<file path="src/rtl/pll_drp_resp_pkg.sv">
// Shared definitions for the PLL DRP responder: FSM encoding, default port
// widths (also used by the DRP initiator) and a small latency helper.
package pll_drp_resp_pkg;

    // Default DRP address and data widths shared with the initiator side.
    localparam int DRP_AW = 5;
    localparam int DRP_DW = 16;

    // Width of the DEN-to-DRDY latency counter; latencies 1..15 are supported.
    localparam int LAT_W = 4;

    // Access FSM encoding.
    typedef enum logic [1:0] {
        ST_IDLE = 2'd0,
        ST_WAIT = 2'd1,
        ST_RESP = 2'd2
    } drp_state_e;

    // Value loaded into the latency counter when DEN is accepted. WAIT ends on
    // the cycle the counter is already zero, so the load is LAT-1.
    function automatic logic [LAT_W-1:0] lat_load(input int lat);
        return LAT_W'(lat - 1);
    endfunction

endpackage

</file>
<file path="src/rtl/drp_lock_model.sv">
// PLL lock model: LOCKED rises LOCK_CYC cycles after RST_PLL is released and
// drops on the first edge that sees RST_PLL high again.
module drp_lock_model #(
    parameter int CBW      = 8,
    parameter int LOCK_CYC = 64
) (
    input  logic CLK,
    input  logic RSTX,
    input  logic RST_PLL,
    output logic LOCKED
);

    localparam logic [CBW-1:0] LAST_CNT = CBW'(LOCK_CYC - 1);

    logic [CBW-1:0] cnt_reg;
    logic           locked_reg;

    // Count cycles out of PLL reset; the counter freezes once lock is reached
    // and restarts from zero whenever RST_PLL is seen high.
    always_ff @(posedge CLK or negedge RSTX) begin
        if (!RSTX) begin
            cnt_reg    <= '0;
            locked_reg <= 1'b0;
        end else if (RST_PLL) begin
            cnt_reg    <= '0;
            locked_reg <= 1'b0;
        end else if (!locked_reg) begin
            if (cnt_reg == LAST_CNT) begin
                locked_reg <= 1'b1;
            end else begin
                cnt_reg <= cnt_reg + 1'b1;
            end
        end
    end

    assign LOCKED = locked_reg;

endmodule

</file>
<file path="src/rtl/pll_drp_resp.sv">
// DRP responder standing in for a PLL primitive: a register file behind a
// fixed-latency DEN/DRDY handshake, plus the RST_PLL/LOCKED lock model.
module pll_drp_resp
    import pll_drp_resp_pkg::*;
#(
    parameter int AW       = DRP_AW,
    parameter int DW       = DRP_DW,
    parameter int LAT      = 4,
    parameter int LOCK_CYC = 64,
    parameter int CBW      = 8
) (
    input  logic          CLK,
    input  logic          RSTX,
    input  logic          DEN,
    input  logic          DWE,
    input  logic [AW-1:0] DADDR,
    input  logic [DW-1:0] DI,
    output logic [DW-1:0] DO,
    output logic          DRDY,
    input  logic          RST_PLL,
    output logic          LOCKED,
    output logic          ERR_BUSY,
    output logic          ERR_NRST
);

    localparam int               DEPTH    = 1 << AW;
    localparam logic [LAT_W-1:0] LAT_INIT = lat_load(LAT);

    drp_state_e       state_reg;
    logic [LAT_W-1:0] lat_cnt_reg;
    logic             we_reg;
    logic [AW-1:0]    addr_reg;
    logic [DW-1:0]    data_reg;
    logic [DW-1:0]    do_reg;
    logic             drdy_reg;
    logic             err_busy_reg;
    logic             err_nrst_reg;

    logic [DW-1:0]    regs [DEPTH];
    logic             resp_now;
    logic [DEPTH-1:0] wr_hit;

    // The access completes on the edge that leaves WAIT with the counter at zero.
    assign resp_now = (state_reg == ST_WAIT) && (lat_cnt_reg == '0);

    // Register file: each entry is written on the completing edge of a write
    // to its address; RSTX wipes the contents.
    generate
        for (genvar gi = 0; gi < DEPTH; gi++) begin : g_regs
            assign wr_hit[gi] = resp_now && we_reg && (addr_reg == AW'(gi));

            // One DRP register with asynchronous clear.
            always_ff @(posedge CLK or negedge RSTX) begin
                if (!RSTX) begin
                    regs[gi] <= '0;
                end else if (wr_hit[gi]) begin
                    regs[gi] <= data_reg;
                end
            end
        end
    endgenerate

    // Access FSM: latch the request in IDLE, count down in WAIT, then drive a
    // single-cycle DRDY with registered DO; DEN outside IDLE is dropped and flagged.
    always_ff @(posedge CLK or negedge RSTX) begin
        if (!RSTX) begin
            state_reg    <= ST_IDLE;
            lat_cnt_reg  <= '0;
            we_reg       <= 1'b0;
            addr_reg     <= '0;
            data_reg     <= '0;
            do_reg       <= '0;
            drdy_reg     <= 1'b0;
            err_busy_reg <= 1'b0;
            err_nrst_reg <= 1'b0;
        end else begin
            drdy_reg     <= 1'b0;
            do_reg       <= '0;
            err_busy_reg <= 1'b0;
            case (state_reg)
                ST_IDLE: begin
                    if (DEN) begin
                        we_reg      <= DWE;
                        addr_reg    <= DADDR;
                        data_reg    <= DI;
                        lat_cnt_reg <= LAT_INIT;
                        state_reg   <= ST_WAIT;
                    end
                end
                ST_WAIT: begin
                    err_busy_reg <= DEN;
                    if (lat_cnt_reg == '0) begin
                        state_reg <= ST_RESP;
                        drdy_reg  <= 1'b1;
                        // Writes return zero; reads return the stored word.
                        do_reg    <= we_reg ? '0 : regs[addr_reg];
                        if (we_reg && !RST_PLL) begin
                            err_nrst_reg <= 1'b1;
                        end
                    end else begin
                        lat_cnt_reg <= lat_cnt_reg - 1'b1;
                    end
                end
                ST_RESP: begin
                    err_busy_reg <= DEN;
                    state_reg    <= ST_IDLE;
                end
                default: begin
                    state_reg <= ST_IDLE;
                end
            endcase
        end
    end

    assign DO       = do_reg;
    assign DRDY     = drdy_reg;
    assign ERR_BUSY = err_busy_reg;
    assign ERR_NRST = err_nrst_reg;

    drp_lock_model #(
        .CBW      (CBW),
        .LOCK_CYC (LOCK_CYC)
    ) u_lock (
        .CLK     (CLK),
        .RSTX    (RSTX),
        .RST_PLL (RST_PLL),
        .LOCKED  (LOCKED)
    );

endmodule

</file>
<file path="config.mk">
export PLATFORM = sky130hd
export DESIGN_NAME = pll_drp_resp
export DESIGN_NICKNAME = d
export VERILOG_FILES = /design/src/rtl/pll_drp_resp_pkg.sv /design/src/rtl/drp_lock_model.sv /design/src/rtl/pll_drp_resp.sv
export SDC_FILE = /design/constraint.sdc
export NUM_CORES = 1
export LEC_CHECK = 0
export BUFFER_PORTS_ARGS = -buffer_cell sky130_fd_sc_hd__buf_2
export CAP_MARGIN = 20
export CORE_ASPECT_RATIO = 0.7
export CORE_UTILIZATION = 50
export CTS_BUF_LIST = sky130_fd_sc_hd__clkbuf_16
export DETAILED_ROUTE_END_ITERATION = 10
export PLACE_DENSITY = 0.62
export REMOVE_ABC_BUFFERS = 1
export SLEW_MARGIN = 5
export SYNTH_ARGS = -nofsm -noshare
export SYNTH_HDL_FRONTEND = slang
export SYNTH_SLANG_ARGS = --single-unit
</file>
<file path="constraint.sdc">
create_clock -name CLK -period 3 [get_ports CLK]
set_input_delay 0.6 -clock CLK [delete_from_list [all_inputs] [get_ports CLK]]
set_output_delay 0.6 -clock CLK [all_outputs]
set_load 0.01 [all_outputs]
</file>
==> flow_metrics.env <==
export IMPL_outcome="complete, but fails checks"
export IMPL_violations="design-rule violations"
export IMPL_grt_pass1_wl_um=101000
export IMPL_die_y_um=193
export IMPL_root_buffer="clkbuf_16"
export IMPL_cp_top_family="flip-flops"
export IMPL_r2r_start="addr_reg[1]$_DFFE_PN0P_"
export IMPL_synth_ff_type="dfrtp_1"
export IMPL_reg2reg_slack_ns=0.26
export IMPL_final_hold_viol_count=0
export IMPL_crit_start="addr_reg[1]$_DFFE_PN0P_"
export IMPL_worstPathRequired_ns=3.49
export IMPL_initial_core_util_pct=50.9
export IMPL_power_frac_clock_pct=30.2
export IMPL_period_minus_slack_ns=2.74
export IMPL_grt_max_degree=73
export IMPL_seqPwrFrac_pct=42.0
export IMPL_port_buffers=45
export IMPL_drive_gt1_share_pct=52.8
export IMPL_fmax_ghz=0.365
export IMPL_routed_wl_um=65400
export IMPL_fp_dieW_um=274
export IMPL_ys_seq_area_share_pct=54.8
export IMPL_use_met3_pct=5.56
export IMPL_final_setup_skew_ns=0.0187
export IMPL_synth_area_mm2=0.0260
export IMPL_clkTransAtPathRegs_ns=0.06
export IMPL_final_cell_mix="dfrtp_1, mux2_2, buf_4"
export IMPL_period_share_pct=91.4
export IMPL_post_cts_resized=0
export IMPL_pin_count=46
export IMPL_dp_slack_ns=0.286
export IMPL_drc=8
export IMPL_area_growth_synth_to_final_pct=12.2
export IMPL_first_pass_iters=8
export IMPL_hold_ws_ns=0.0268
export IMPL_wl_per_cell_um=26.3
export IMPL_critPathArrivalTime_ns=3.23
export IMPL_drv_cap=0
export IMPL_setup_violations=0
export IMPL_pwr_share_comb_pct=27.8
export IMPL_finalPower_w=0.0229
export IMPL_worst_pin_slew_ns=1.10
export IMPL_top_usage_layer="met1"
export IMPL_cts_made_buffers=56
export IMPL_criticalPathCategory="register to register"
export IMPL_endpoint_kind="register"
export IMPL_crit_chain="buf_4 -> mux2_2 -> a221oi_1 -> o211ai_1 -> and3_1"
export IMPL_final_common_cell="dfrtp_1"
export IMPL_synth_edf_count=0
export IMPL_synth_cell_types=53
export IMPL_fin_area_mm2=0.0291
export IMPL_coreArea_mm2=0.0510
export IMPL_rsz0062_at_grt="false"
export IMPL_slew_headroom_pct=26.9
export IMPL_htree_levels=2
export IMPL_crit_slowest_cell="dfrtp_4"
export IMPL_fin_setup_tns_ns=0
export IMPL_place_congestion=0.797
export IMPL_cts_sinks=568
export IMPL_swShare_pct=34.3
export IMPL_detail_route_iter0_violations=1200
export IMPL_ys_warnings_count=0
export IMPL_yosys_register_bits=568
export IMPL_largest_reg_flops=512
export IMPL_use_met1_pct=40.0
export IMPL_track_usage_pct=25.8
export IMPL_grt_pass1_vias=15600
export IMPL_cts_setup_buffers=0
export IMPL_dpl_hpwl_um=41400
export IMPL_holdBufCountCts=0
export IMPL_p_switching_w=0.00786
export IMPL_critPathLaunchType="register"
export IMPL_viasPerCell=6.01
export IMPL_fill_cells=4054
export IMPL_row_count=69
export IMPL_peakVddDrop_uv=767
export IMPL_worstPathMaxFanout=27
export IMPL_antenna_left=0
export IMPL_syn_inst=1698
export IMPL_clk_path_buf_depth=3
export IMPL_clkLatencyLatePin_ns=0.61
export IMPL_max_stage_delay_ns=0.83
export IMPL_fp_dieArea_mm2=0.0528
export IMPL_placedInstanceArea_mm2=0.0273
export IMPL_slew_viol_final=0
export IMPL_p_leak_nw=14.3
export IMPL_gr_total_overflow=0
export IMPL_power_density_mw_per_mm2=785
export IMPL_synthArstFlopShare_pct=100
export IMPL_antenna_found_initial=0
export IMPL_met2_usage_pct=36.9
export IMPL_hold_class="input pin to async pin"
export IMPL_syn_avg_cell_area_um2=15.3
export IMPL_power_internal_w=0.0150
export IMPL_timing_final_ws_setup_ns=0.258
export IMPL_num_vias=15000
export IMPL_finalNetCount=1807
export IMPL_cp_num_buf_inv=1
export IMPL_cts_tree="yes"
[power by group through the flow]
| stage | registers, W | logic (W) | clock network (W) |
|---|---|---|---|
| 4_1_cts | 0.00967 | 0.00627 | 0.00707 |
| 5_1_grt | 0.00974 | 0.00674 | 0.00738 |
| 6_report | 0.00961 | 0.00635 | 0.00691 |
| 3_3_place_gp | 0.00976 | 0.00617 | 0 |
| 3_5_place_dp | 0.00981 | 0.00625 | 0 |
| 2_1_floorplan | 0.0100 | 0.00265 | 0 |
[layout make-up]
type	instances	area (um^2)	area share [%]
flip-flops and latches	568	14200	48.8
repair buffers	170	1360	4.66
clock buffers	57	1430	4.90
well taps	674	843	2.89
inverters	7	26.3	0.0902
multi-input cells	973	10900	37.5
clock inverters	41	339	1.16
diodes	1	2.50	0.00859
[cell usage after synthesis (2+ instances only)]
cell / count / area (um^2)
nand3b_1: 2 / 15.0
nor2_1: 12 / 45.0
buf_1: 6 / 22.5
nor3b_1: 2 / 15.0
nand2b_1: 6 / 37.5
o2111ai_1: 5 / 43.8
a21oi_1: 9 / 45.0
nor2_2: 24 / 150
nand4b_1: 3 / 26.3
inv_1: 7 / 26.3
o211ai_1: 25 / 188
mux4_2: 93 / 2090
nand2_1: 37 / 139
mux2_1: 6 / 67.6
nor3_1: 3 / 15.0
buf_6: 22 / 248
o221a_2: 16 / 180
ha_1: 5 / 62.6
xnor2_1: 5 / 43.8
mux2i_1: 71 / 711
nand4_1: 3 / 18.8
o21ai_0: 3 / 15.0
dfrtp_1: 568 / 14200
a221oi_1: 10 / 87.6
buf_2: 43 / 215
a22o_1: 2 / 17.5
and2_1: 3 / 18.8
nor2b_1: 6 / 37.5
buf_4: 7 / 52.6
nor3_4: 3 / 48.8
and3_1: 18 / 113
a22oi_1: 5 / 37.5
clkbuf_1: 72 / 270
mux2_2: 560 / 6310
nand3_1: 12 / 60.1
nand4b_4: 4 / 95.1
or3_1: 4 / 25.0
[metal layers]
metal,vias up,part of all wire [%]
met3,77,6.2
met1,8121,49
met4,0,1.7
met5,-,0
li1,6419,-
met2,347,43
[per-stage QoR]
stage | utilization, % | std cells
global route | 57.1 | 2490
finish | 57.1 | 2491
CTS | 57.0 | 2489
detailed placement | 53.6 | 2391
global placement | 53.6 | 2391
floorplan | - | 1548
[path summary, 6_finish.rpt]
path | to | cells after the start
max reg2reg | DO[5]$_DFF_PN0_ | 5
max | DO[5]$_DFF_PN0_ | 5
min | regs[256]$_DFFE_PN0P_ | 1
min reg2reg | regs[254]$_DFFE_PN0P_ | 1
max in group asynchronous | regs[121]$_DFFE_PN0P_ | 2
min in group CLK | data_reg[5]$_DFFE_PN0P_ | 2
[logic make-up after synthesis]
kind of cell             after synthesis  synth area share (%)
multiplexers                         731                  35.4
flip-flops                           568                  54.8
buffers and inverters                157                  3.22
AND/OR/NAND/NOR                      148                  3.54
AO/OA/AOI/OAI                         84                  2.66
XOR/XNOR                               5                 0.169
adder cells (fa/ha/maj)                5                 0.241
Power figures use the tool's default switching activity.
